`src/rtl/jk_cmd_driver.sv`:
```
// Command sequencer for a level-sensitive JK latch: buffers {j,k} ops in a FIFO and replays
// each one as a setup / enable-pulse / hold waveform while tracking the latch output.
module jk_cmd_driver #(
    parameter int unsigned FIFO_DEPTH = 4,
    parameter int unsigned SETUP_CYC  = 1,
    parameter int unsigned PULSE_CYC  = 1
) (
    input  logic                                 clk,
    input  logic                                 rst_n,
    input  logic                                 cmd_valid,
    input  logic [1:0]                           cmd_op,
    output logic                                 cmd_ready,
    output logic                                 j,
    output logic                                 k,
    output logic                                 en,
    output logic                                 q_model,
    output logic                                 busy,
    output logic [$clog2(FIFO_DEPTH+1)-1:0]      fifo_count
);

    localparam int unsigned CntW   = $clog2(FIFO_DEPTH + 1);
    localparam int unsigned PtrW   = $clog2(FIFO_DEPTH);
    localparam int unsigned MaxCyc = (SETUP_CYC > PULSE_CYC) ? SETUP_CYC : PULSE_CYC;
    localparam int unsigned CycW   = (MaxCyc > 1) ? $clog2(MaxCyc) : 1;
    localparam logic [CycW-1:0] SetupLast = CycW'(SETUP_CYC - 1);
    localparam logic [CycW-1:0] PulseLast = CycW'(PULSE_CYC - 1);

    typedef enum logic [1:0] {StIdle, StSetup, StPulse, StHold} state_e;

    state_e            r_state;
    logic [1:0]        r_op;
    logic [CycW-1:0]   r_cyc;
    logic              r_j;
    logic              r_k;
    logic              r_en;
    logic              r_q;

    logic [1:0]        r_mem [FIFO_DEPTH];
    logic [PtrW-1:0]   r_wr_ptr;
    logic [PtrW-1:0]   r_rd_ptr;
    logic [CntW-1:0]   r_count;

    logic              w_full;
    logic              w_push;
    logic              w_pop;
    logic [1:0]        w_head;

    assign w_full = (r_count == CntW'(FIFO_DEPTH));
    assign w_push = cmd_valid & ~w_full;
    // The head is consumed only when the sequencer is free to start a new waveform.
    assign w_pop  = (r_count != '0) & ((r_state == StIdle) | (r_state == StHold));
    assign w_head = r_mem[r_rd_ptr];

    always_ff @(posedge clk) begin
        if (w_push) begin
            r_mem[r_wr_ptr] <= cmd_op;
        end
    end

    always_ff @(posedge clk or negedge rst_n) begin
        if (!rst_n) begin
            r_wr_ptr <= '0;
            r_rd_ptr <= '0;
            r_count  <= '0;
        end else begin
            if (w_push) begin
                r_wr_ptr <= r_wr_ptr + PtrW'(1);
            end
            if (w_pop) begin
                r_rd_ptr <= r_rd_ptr + PtrW'(1);
            end
            unique case ({w_push, w_pop})
                2'b10:   r_count <= r_count + CntW'(1);
                2'b01:   r_count <= r_count - CntW'(1);
                default: r_count <= r_count;
            endcase
        end
    end

    always_ff @(posedge clk or negedge rst_n) begin
        if (!rst_n) begin
            r_state <= StIdle;
            r_op    <= 2'b00;
            r_cyc   <= '0;
            r_j     <= 1'b0;
            r_k     <= 1'b0;
            r_en    <= 1'b0;
            r_q     <= 1'b0;
        end else begin
            unique case (r_state)
                StIdle: begin
                    if (w_pop) begin
                        r_state <= StSetup;
                        r_op    <= w_head;
                        r_j     <= w_head[1];
                        r_k     <= w_head[0];
                        r_cyc   <= '0;
                    end
                end
                StSetup: begin
                    if (r_cyc == SetupLast) begin
                        r_state <= StPulse;
                        r_en    <= 1'b1;
                        r_cyc   <= '0;
                    end else begin
                        r_cyc <= r_cyc + CycW'(1);
                    end
                end
                StPulse: begin
                    if (r_cyc == PulseLast) begin
                        r_state <= StHold;
                        r_en    <= 1'b0;
                        r_cyc   <= '0;
                        // Latch samples j/k while en is high; its q settles as en falls.
                        case (r_op)
                            2'b01:   r_q <= 1'b0;
                            2'b10:   r_q <= 1'b1;
                            2'b11:   r_q <= ~r_q;
                            default: r_q <= r_q;
                        endcase
                    end else begin
                        r_cyc <= r_cyc + CycW'(1);
                    end
                end
                StHold: begin
                    if (w_pop) begin
                        r_state <= StSetup;
                        r_op    <= w_head;
                        r_j     <= w_head[1];
                        r_k     <= w_head[0];
                        r_cyc   <= '0;
                    end else begin
                        r_state <= StIdle;
                        r_j     <= 1'b0;
                        r_k     <= 1'b0;
                    end
                end
                default: begin
                    r_state <= StIdle;
                end
            endcase
        end
    end

    assign cmd_ready  = ~w_full;
    assign j          = r_j;
    assign k          = r_k;
    assign en         = r_en;
    assign q_model    = r_q;
    assign fifo_count = r_count;
    assign busy       = (r_state != StIdle) | (r_count != '0);

endmodule

```
`config.mk`:
```
export PLATFORM = sky130hd
export DESIGN_NAME = jk_cmd_driver
export DESIGN_NICKNAME = d
export VERILOG_FILES = /design/src/rtl/jk_cmd_driver.sv
export SDC_FILE = /design/constraint.sdc
export NUM_CORES = 1
export LEC_CHECK = 0
export CORE_MARGIN = 2
export CORE_UTILIZATION = 48
export DETAILED_ROUTE_END_ITERATION = 7
export PLACE_DENSITY = 0.76
export SLEW_MARGIN = 0
export SYNTH_ARGS = -nofsm -noshare
export SYNTH_HDL_FRONTEND = slang
export SYNTH_SLANG_ARGS = --single-unit
```
`constraint.sdc`:
```
create_clock -name clk -period 1.99 [get_ports clk]
set_input_delay 0.2985 -clock clk [delete_from_list [all_inputs] [get_ports clk]]
set_output_delay 0.2985 -clock clk [all_outputs]
set_load 0.005 [all_outputs]
```
==> impl_metrics.env, run 1 <==
export IMPL_drive_above_1_share_pct=30.0
export IMPL_synth_xor_area_share_pct=4.69
export IMPL_grt_pass1_vias=750
export IMPL_post_layout_total_power_mw=2.62
export IMPL_die_height_um=52.3
export IMPL_worstPathMaxFanout=4
export IMPL_yosysTopAreaCellShare_pct=33.5
export IMPL_worstPathArrival_ns=2.09
export IMPL_hold_violations=0
export IMPL_seq_power_share_pct=31.7
export IMPL_tightest_slew_ns=0.682
export IMPL_relSlewSlack_pct=54.4
export IMPL_grt_max_degree=16
export IMPL_p_leak_nw=0.663
export IMPL_die_area_um2=2740
export IMPL_syn_area_um2=1120
export IMPL_layout_common_cells="17 x buf_4, 15 x dfrtp_1, 13 x clkdlybuf4s50_1"
export IMPL_avgSynthCellArea_um2=13.0
export IMPL_period_minus_slack_ns=1.85
export IMPL_die_w_um=52.3
export IMPL_worst_setup_path_end_kind="flop"
export IMPL_ys_seq_elements=23
export IMPL_vias=744
export IMPL_fp_coreArea_um2=2210
export IMPL_port_buffer_count=13
export IMPL_clock_latency_ns=0.30
export IMPL_overflow=0
export IMPL_wl_per_cell_um=12.8
export IMPL_ys_warn_count=0
export IMPL_slowest_delay_ns=0.43
export IMPL_gp_congestion=0.715
export IMPL_crit_type="reg -> reg"
export IMPL_netlist_top_cells_area="dfrtp_1 33%, edfxtp_1 21%, ha_1 10%"
export IMPL_status="completed"
export IMPL_clock_sinks=23
export IMPL_synthAdderAreaFrac_pct=11.8
export IMPL_seq_area_frac_synth_pct=54.9
export IMPL_grt_antenna_before_repair=0
export IMPL_grt_pass1_wl_um=3290
export IMPL_start_util_pct=50.7
export IMPL_syn_to_final_growth_pct=33.0
export IMPL_grtUsageTotal_pct=16.6
export IMPL_clk_pin_slew_ns=0.13
export IMPL_worstSetupStartpointType="flop"
export IMPL_dp_slack_ns=-0.0332
export IMPL_worst_clock_skew_ns=0.00647
export IMPL_crit_buf_inv=3
export IMPL_hold_ws_ns=0.389
export IMPL_ir_drop_v=0.00126
export IMPL_p_int_mw=1.67
export IMPL_cts_path_max_buffers=2
export IMPL_worstPathCellList="buf_6 -> nor3_4 -> buf_4 -> nor2_4 -> ha_4 -> inv_1 -> fa_2 -> xor2_1 -> nor2_1 -> xor2_1"
export IMPL_postLayoutCoreUtil_pct=67.4
export IMPL_cts_root_buffer="clkbuf_4"
export IMPL_fin_nets=136
export IMPL_fmax_mhz=539
export IMPL_drv_slew=0
export IMPL_synth_top_family_by_area="adder cells"
export IMPL_synth_distinct_cells=26
export IMPL_switching_power_mw=0.950
export IMPL_cts_buffers=3
export IMPL_rsz0062_at_grt="false"
export IMPL_power_frac_comb_pct=60.1
export IMPL_routed_via_density=5.03
export IMPL_synthesis_nets=101
export IMPL_worst_path_most_repeated_cell="xor2_1"
export IMPL_dp_hpwl_um=1470
export IMPL_setup_slack_ns=0.135
export IMPL_routed_wl_um=1900
export IMPL_synthMuxAreaShare_pct=9.49
export IMPL_period_share_pct=93.2
export IMPL_required_ns=2.22
export IMPL_pwr_share_clk_pct=8.2
export IMPL_tritoncts="done"
export IMPL_yosysTopAreaCell="dfrtp_1"
export IMPL_ioPinCount=14
export IMPL_n_antenna_cell=0
export IMPL_holdCritPathClass="in -> async"
export IMPL_setup_viol=0
export IMPL_drc_errors=0
export IMPL_final_common_cell="buf_4"
export IMPL_antenna_left=0
export IMPL_synthSimpleGateAreaFrac_pct=11.6
export IMPL_crit_slowest_cell="dfrtp_1"
export IMPL_postCtsHoldBufs=0
export IMPL_drt_first_pass_iters=4
export IMPL_placed_cells=135
export IMPL_cts_max_level=1
export IMPL_synth_compound_area_share_pct=4.13
export IMPL_synthCells=86
export IMPL_fill_cells=180
export IMPL_final_cells=148
export IMPL_dr_first_iter_drc_count=8
export IMPL_p_per_area_nw_per_um2=1760
export IMPL_drv_cap=0
export IMPL_critPathTopFamily="adder cells"
export IMPL_rows=17
export IMPL_p_sw_share_pct=36.2
## stage by stage
step	instance area (um^2)	TNS (ns)
after global placement	1370	0
after global routing	1490	0
after CTS	1420	0
after floorplan	1140	0
final	1490	0
after detailed placement	1370	-0.0332
## power groups by stage
stage | Clock [mW] | Sequential [mW] | Combinational (mW)
after floorplan | 0 | 0.846 | 0.854
after global placement | 0 | 0.824 | 1.33
after detailed placement | 0 | 0.843 | 1.37
after CTS | 0.219 | 0.823 | 1.44
after global routing | 0.235 | 0.857 | 1.76
final | 0.214 | 0.831 | 1.58
## layout make-up
cell class,instances,area [um^2],share of cell area [%]
multi-input cells,53,510,34.2
well taps,28,35.0,2.35
clock buffers,3,22.5,1.51
flip-flops and latches,23,616,41.3
clock inverters,1,5.00,0.336
inverters,9,33.8,2.27
repair buffers,31,269,18.0
## state kept, by name, summed over array words and instances, names as in the netlist, 2 cells and up
name,count
r_mem,8
r_wr_ptr,2
r_rd_ptr,2
r_op,2
fifo_count,3
r_state,2
## synth_stat cells
cell type,n
dfrtp_1,15
ha_1,9
inv_1,9
edfxtp_1,8
and3_1,4
nand2_1,4
nand3_1,4
a21oi_1,3
mux2_2,3
nor2_1,3
xnor2_1,3
xor2_1,3
mux2i_1,2
mux4_1,2
nor3b_1,2
o21ai_0,2
a211oi_1,1
a31oi_1,1
and2_1,1
clkbuf_1,1
fa_1,1
nand3_2,1
nor3_1,1
nor3_4,1
nor4_1,1
o21a_1,1
## metal layers
metal  track usage (%)  vias to the layer above  routed length [um]
li1                  -                      371                   -
met1              20.0                      359                 844
met2              29.6                       12                 991
met3              3.43                        2                  47
met4              5.13                        0                  16
met5                 0                        -                   0
## cell families (layout without fill, tap and decap cells)
family,count (synthesis),count (layout)
flip-flops,23,23
AND/OR/NAND/NOR,22,22
adder cells (fa/ha/maj),10,10
buffers and inverters,10,44
AO/OA/AOI/OAI,8,8
multiplexers,7,7
XOR/XNOR,6,6
## repair_timing
item / CTS / global route
pin swaps: 1 / 3
resized for setup: 2 / 8
buffers inserted: 3 / 6
endpoints found under the setup margin: 2 / 1
## worst paths after layout
check,from,slack (ns),depth (start not counted),endpoint
setup / recovery,fifo_count[2],0.14,10,fifo_count[2]
hold / removal,rst_n,0.39,1,q_model
setup reg to reg,fifo_count[2],0.14,10,fifo_count[2]
hold reg to reg,r_op[0],0.48,1,q_model
max in group asynchronous,rst_n,1.16,1,r_op[0]
min in group clk,r_op[0],0.48,1,q_model
Power figures use the tool's default switching activity.
==> run 2: changes to the inputs <==
--- a/config.mk
+++ b/config.mk
@@ -6,9 +6,10 @@
 export NUM_CORES = 1
 export LEC_CHECK = 0
 export CORE_MARGIN = 2
-export CORE_UTILIZATION = 48
+export CORE_UTILIZATION = 45
 export DETAILED_ROUTE_END_ITERATION = 7
-export PLACE_DENSITY = 0.76
+export MAX_ROUTING_LAYER = met4
+export PLACE_DENSITY = 0.72
 export SLEW_MARGIN = 0
 export SYNTH_ARGS = -nofsm -noshare
 export SYNTH_HDL_FRONTEND = slang
==> run 2 against run 1 <==
Against the previous run:
- clock skew down 0.0024 ns
- count of clock-buffer cells in the layout unchanged
- sequential power about the same
- via count up 0.13%
- largest cell class unchanged
==> impl_metrics.env, run 2 (same netlist as run 1, synthesis figures left out) <==
export IMPL_p_per_area_nw_per_um2=1760
export IMPL_period_minus_slack_ns=1.88
export IMPL_clock_sinks=23
export IMPL_start_util_pct=46.5
export IMPL_rr_worst_depth=9
export IMPL_regToRegEndpoint="fifo_count[2]"
export IMPL_cts_path_max_buffers=2
export IMPL_drt_first_pass_iters=4
export IMPL_syn_to_final_growth_pct=31.4
export IMPL_ir_drop_v=0.00129
export IMPL_clk_pin_slew_ns=0.13
export IMPL_cts_root_buffer="clkbuf_4"
export IMPL_die_area_um2=2910
export IMPL_fmax_mhz=531
export IMPL_largest_register_ffs=8
export IMPL_port_buffer_count=13
export IMPL_antenna_left=0
export IMPL_dr_first_iter_drc_count=9
export IMPL_regMostFlops="r_mem"
export IMPL_worstSetupStartpointType="flop"
export IMPL_stdcell_area_um2=1470
export IMPL_dp_hpwl_um=1400
export IMPL_routed_wl_um=1890
export IMPL_tightest_slew_ns=0.700
export IMPL_worstPathArrival_ns=2.12
export IMPL_drive_above_1_share_pct=29.1
export IMPL_drv_slew=0
export IMPL_cts_buffers=3
export IMPL_cts_max_level=1
export IMPL_drc_errors=0
export IMPL_tns_ns=0
export IMPL_die_height_um=53.9
export IMPL_worst_clock_skew_ns=0.00402
export IMPL_n_antenna_cell=0
export IMPL_period_share_pct=94.7
export IMPL_die_w_um=53.9
export IMPL_crit_type="reg -> reg"
export IMPL_grt_max_degree=16
export IMPL_layout_common_cells="15 x dfrtp_1, 15 x buf_4, 12 x clkdlybuf4s50_1"
export IMPL_grt_pass1_wl_um=2850
export IMPL_grt_antenna_before_repair=0
export IMPL_postCtsHoldBufs=0
export IMPL_vias=745
export IMPL_relSlewSlack_pct=53.2
export IMPL_gp_congestion=0.797
export IMPL_overflow=0
export IMPL_crit_slowest_cell="dfrtp_1"
export IMPL_worstPathCellList="inv_2 -> ha_4 -> nor2_4 -> ha_4 -> inv_1 -> fa_2 -> xor2_1 -> nor2_1 -> xor2_1"
export IMPL_final_seq_area_um2=616
export IMPL_holdCritPathClass="in -> async"
export IMPL_worstPathMaxFanout=5
export IMPL_status="completed"
export IMPL_wl_per_cell_um=12.9
export IMPL_slowest_delay_ns=0.42
export IMPL_clock_latency_ns=0.31
export IMPL_required_ns=2.23
export IMPL_rows=18
export IMPL_p_leak_nw=0.649
export IMPL_grt_pass1_vias=703
export IMPL_r2r_start="r_state[0]"
export IMPL_multiInputGateArea_um2=513
export IMPL_tritoncts="done"
export IMPL_setup_viol=0
export IMPL_hold_ws_ns=0.393
export IMPL_fp_coreArea_um2=2410
export IMPL_fin_nets=133
export IMPL_r2r_setup_slack_ns=0.11
export IMPL_worst_setup_path_end_kind="flop"
export IMPL_grtUsageTotal_pct=14.9
export IMPL_hold_violations=0
export IMPL_fill_cells=198
export IMPL_drv_cap=0
export IMPL_routed_via_density=5.07
export IMPL_placedInstanceArea_um2=1380
export IMPL_ioPinCount=14
export IMPL_rsz0062_at_grt="false"
-- run 2: timing repair --
| item | 4_1_cts | 5_1_grt |
|---|---|---|
| pin swaps | 0 | 4 |
| cloned | 0 | 0 |
| setup buffers | 1 | 4 |
| resized for setup | 1 | 10 |
| setup endpoints to repair | 1 | 2 |
-- run 2: worst max-delay path: cells and delay by family, from the launching register on --
family	cells	cell delay, ns
xor gates and xnor gates	2	0.32
adders and majority gates	3	0.68
buffers and inverters	2	0.12
DFF	1	0.42
and+or+nand+nor	2	0.25
-- run 2: layout make-up --
class / instances / share of cell area (%)
sequential: 23 / 41.8
multi-input combinational: 53 / 34.8
timing repair buffer: 28 / 16.7
tap: 30 / 2.55
clock buffer: 3 / 1.53
inverter: 9 / 2.29
clock inverter: 1 / 0.340
-- run 2: stage by stage --
step	util [%]	power, mW	setup WS (ns)	std cells
after CTS	58.7	2.45	0.000708	143
after detailed placement	57.3	2.22	-0.0295	138
after global routing	61.1	2.82	0.0208	147
after floorplan	-	1.70	0.00157	86
final	61.1	2.59	0.106	147
after global placement	57.3	2.16	0.0515	138
-- run 2: worst max path at each step --
| stage | from | endpoint | slack (ns) | depth (start not counted) |
|---|---|---|---|---|
| global placement | cmd_valid | fifo_count[2] | 0.05 | 9 |
| floorplan | r_state[0] | fifo_count[2] | 0.002 | 9 |
| detailed placement | cmd_valid | fifo_count[2] | -0.03 | 9 |
| finish | r_state[0] | fifo_count[2] | 0.11 | 9 |
| global route | r_state[0] | fifo_count[2] | 0.02 | 9 |
| CTS | r_state[1] | fifo_count[2] | 0.0007 | 9 |
-- run 2: power by group --
| group | total, mW | switching, mW | internal, mW | leakage, nW |
|---|---|---|---|---|
| sequential | 0.830 | 0.132 | 0.698 | 0.248 |
| combinational | 1.55 | 0.675 | 0.875 | 0.383 |
| clock | 0.213 | 0.138 | 0.0750 | 0.0177 |
| total | 2.59 | 0.946 | 1.65 | 0.649 |
-- run 2: per-layer routing --
layer	GRT usage, %	share of wire (%)	up-vias	wire, um
met3	2.50	2.2	8	42
li1	-	-	364	-
met5	-	0	-	0
met4	11.5	3.9	0	74
met1	16.0	42	360	791
met2	24.2	52	13	982
==> RTL change 1, RTL diff (flow settings as in run 1) <==
Reset style: synchronous (`rst_n`), changed in 2 clocked blocks.
--- a/src/rtl/jk_cmd_driver.sv
+++ b/src/rtl/jk_cmd_driver.sv
@@ -57,7 +57,7 @@
         end
     end
 
-    always_ff @(posedge clk or negedge rst_n) begin
+    always_ff @(posedge clk) begin
         if (!rst_n) begin
             r_wr_ptr <= '0;
             r_rd_ptr <= '0;
@@ -77,7 +77,7 @@
         end
     end
 
-    always_ff @(posedge clk or negedge rst_n) begin
+    always_ff @(posedge clk) begin
         if (!rst_n) begin
             r_state <= StIdle;
             r_op    <= 2'b00;
Formal check against the unedited RTL: differs if rst_n is asserted again (counterexample within 4 cycles, from zero or initial values and one cycle with rst_n low); with rst_n held inactive, the same outputs for 10 cycles.
==> RTL change 1 against run 1 <==
- the flow now finishes with violations (setup timing)
- worst setup slack lost 0.22 ns
- total power shrank 11%
- area after synthesis grew 5.8%
- design area grew 7.5%
- die area grew 5.4%
- hold slack gained 0.089 ns
- routed wire length grew 21%
- synthesized cell count grew 30%
- sequential cell count grew 2
- critical endpoint is now fifo_count[2]
==> RTL change 1: results (changes against run 1) <==
Seq/Total Area, Yosys 48.9% (-6.0 points); Clock Network Area Fraction 1.95% (+0.11 points); Leak 0.644 nW (-2.8%); Max VDD drop 1.05 mV (-17%); critical-path maximum fanout 2 (-2); synth unique cells 36 (+38%); #MultiIn Comb 71 (+34%); Logic inverters 11 (+2); Final WS setup -0.0841 ns (-0.220 ns); routed wire length 2300 microns (+21%); gr usage total 18.7% (+2.0 points); NonClk Buf Share 19.4% (+1.4 points); setup slack at placement -0.129 ns (-0.0959 ns); vias in the first global route 844 (+13%); failing checks setup timing; Seq/total area 36.5% (-4.7 points); HP Class flop to flop; first-pass GRT wire length 3780 microns (+15%); via count 916 (+23%); fraction of area in multi-input gates 37.0% (+2.8 points); max_slew headroom 79.7% (+25 points); largest net degree at the start of global routing 17 (+1); Placed Cells 170 (+26%); dpl hpwl 1760 microns (+20%); mux cell area share after synthesis 3.80% (-5.7 points); Die Width 53.7 microns (+2.6%); Post-Synth XOR/XNOR Area 1.48% (-3.2 points); critical path's largest stage delay 0.36 ns (-0.07 ns); status finished, violations left; synth cell count leaders 17 x dfxtp_1, 11 x inv_1, 9 x a21oi_1, 9 x ha_1; placed inst area 1520 sq um (+11%); FF+latch count 25 (+8.7%); # setup viols final 1 (+1); worst skew pair latency 0.32 ns (+0.02 ns); DRT iter0 DRCs 10 (+2); adder-cell area share of the yosys netlist 11.2% (-0.65 points); Setup Skew 0.00409 ns (-0.00238 ns); crit path max-delay cell type dfxtp_2
-- RTL change 1: cell types whose count changed after synthesis, sizes merged, moves of 4 or more --
cell / run 1 / this run
dfxtp: 0 / 17
dfrtp: 15 / 0
a21oi: 3 / 9
nand2: 4 / 8
-- RTL change 1: routing by layer --
metal  part of all wire, %  track usage, %  wire [microns]  vias up
li1                      -               -               -      472
met1                    46            25.1            1070      428
met2                    49            30.1            1130       12
met3                   2.9            3.33              67        4
met4                   1.6            6.41              36        0
met5                     0               0               0        -
-- RTL change 1: worst paths after layout --
kind	startpoint	end	slack [ns]	cells past startpoint
setup / recovery	r_state[1]	fifo_count[2]	-0.08	10
hold / removal	r_op[1]	r_op[1]	0.48	2
setup reg to reg	r_state[1]	fifo_count[2]	-0.08	10
hold reg to reg	r_op[1]	r_op[1]	0.48	2
-- RTL change 1: power by group --
part	internal, mW	total [mW]	switching [mW]
Sequential	0.673	0.758	0.0851
Clock	0.0818	0.242	0.160
Combinational	0.763	1.33	0.569
==> RTL change 2, RTL diff (settings of run 1) <==
Without the edit above. `FIFO_DEPTH`: 4 -> 8.
--- a/src/rtl/jk_cmd_driver.sv
+++ b/src/rtl/jk_cmd_driver.sv
@@ -1,7 +1,7 @@
 // Command sequencer for a level-sensitive JK latch: buffers {j,k} ops in a FIFO and replays
 // each one as a setup / enable-pulse / hold waveform while tracking the latch output.
 module jk_cmd_driver #(
-    parameter int unsigned FIFO_DEPTH = 4,
+    parameter int unsigned FIFO_DEPTH = 8,
     parameter int unsigned SETUP_CYC  = 1,
     parameter int unsigned PULSE_CYC  = 1
 ) (
Interface: changed (resized fifo_count); port bits go from 14 to 15. No check against the original RTL was run, so the function may have changed too.
==> RTL change 2 against run 1 <==
- the run now ends with setup timing left
- routed wire length increased by 56%
- critical path depth unchanged
- design area increased by 39%
- via count increased by 40%
- maximum frequency decreased by 13%
- synthesized cell count increased by 37%
- highest routed layer unchanged
- clock skew decreased by 0.0040 ns
- die area increased by 39%
- sequential cell count increased by 11
- area after synthesis increased by 42%
- worst setup slack got worse by 0.29 ns
- non-clock buffer count increased by 3
- global-route usage increased by 2.0 points
- total power increased by 41%
==> RTL change 2: results (changes against run 1) <==
failing checks setup timing; dpl hpwl 2110 microns (+44%); DRT iter0 DRCs 38 (+30); max reg flops 16 (+8); GPL Wtd Cong 0.761 (+6.5%); H-tree depth 2 (+1); vias in the first global route 1055 (+41%); worst hold slack 0.274 ns (-0.115 ns); Port Buf Inserts 14 (+1); DR vias/cell 5.16 (+2.7%); # setup viols final 3 (+3); P_sw 1.36 mW (+44%); Leak 0.811 nW (+22%); Worst Tran Pin Value 0.544 ns (-0.138 ns); critical-path maximum fanout 2 (-2); setup TNS -0.287 ns (-0.287 ns); first-pass GRT wire length 4910 microns (+49%); Final WS setup -0.153 ns (-0.288 ns); synth unique cells 33 (+27%); register clock-pin slew on the reported worst setup and hold paths 0.10 ns (-0.03 ns); CTS buffer count 5 (+2); FILL cells 235 (+31%); status finished, violations left; critical path's largest stage delay 0.56 ns (+0.13 ns); share of cells above drive strength 1 29.7% (-0.25 points); placed inst area 1930 sq um (+41%); nets 171 (+26%)
## RTL change 2: cell count changes in the layout (fill, tap and decap cells not counted), moves of 4 or more
| cell | run 1 | this run |
|---|---|---|
| inv_2 | 5 | 0 |
| and3_1 | 4 | 0 |
| mux4_2 | 0 | 4 |
| nand2_1 | 4 | 8 |
| edfxtp_1 | 8 | 16 |
## RTL change 2: timing repair
| item | in CTS | in global routing |
|---|---|---|
| pin swaps | 3 | 5 |
| hold buffers | 0 | 0 |
| endpoints found under the setup margin | 5 | 6 |
| gates resized for setup | 2 | 11 |
| setup buffers | 1 | 1 |
## RTL change 2: worst min-delay path by stage
stage | startpoint | to | depth (start not counted)
floorplan | rst_n | en | 0
global placement | r_op[0] | q_model | 1
detailed placement | r_op[0] | q_model | 1
CTS | rst_n | q_model | 2
global route | rst_n | q_model | 2
finish | rst_n | q_model | 2
## RTL change 2: stage by stage
step | power (mW) | setup slack, ns | cells
2_1_floorplan | 2.39 | -0.174 | 118
3_3_place_gp | 2.98 | -0.0608 | 192
6_report | 3.69 | -0.153 | 202
3_5_place_dp | 3.08 | -0.119 | 192
4_1_cts | 3.48 | -0.131 | 201
5_1_grt | 3.99 | -0.243 | 202
## RTL change 2: layout make-up
class / instances / share of cell area (%)
clock buffer: 6 / 2.48
multi-input combinational: 78 / 34.3
inverter: 4 / 0.847
tap: 44 / 2.66
sequential: 34 / 45.1
timing repair buffer: 34 / 14.3
clock inverter: 2 / 0.363
## RTL change 2: power by group through the flow
stage	clock network [mW]	logic (mW)	registers, mW
after CTS	0.395	1.88	1.21
after floorplan	0	1.18	1.20
final	0.393	2.09	1.21
after global routing	0.439	2.30	1.24
after detailed placement	0	1.86	1.23
after global placement	0	1.78	1.20
## RTL change 2: logic make-up after synthesis
logic type	share of synthesized area, %
AND/OR/NAND/NOR	12.4
flip-flops	58.4
AO/OA/AOI/OAI	5.97
XOR/XNOR	4.95
multiplexers	9.27
adder cells (fa/ha/maj)	7.07
buffers and inverters	1.88
## RTL change 2: layer usage
| layer | GRT usage [%] | vias to the layer above | part of all wire (%) |
|---|---|---|---|
| li1 | - | 513 | - |
| met1 | 23.8 | 511 | 43 |
| met2 | 28.4 | 12 | 51 |
| met3 | 7.14 | 7 | 3.7 |
| met4 | 8.21 | 0 | 2.3 |
| met5 | 0 | - | 0 |
## RTL change 2: critical path: cells and delay by family, from the launching register on
family / cells / cell delay (ns)
DFF: 1 / 0.39
xor gates and xnor gates: 3 / 0.43
adders and majority gates: 2 / 0.34
buffers and inverters: 1 / 0.04
and+or+nand+nor: 3 / 0.71
AOI/OAI and AO/OA: 1 / 0.12
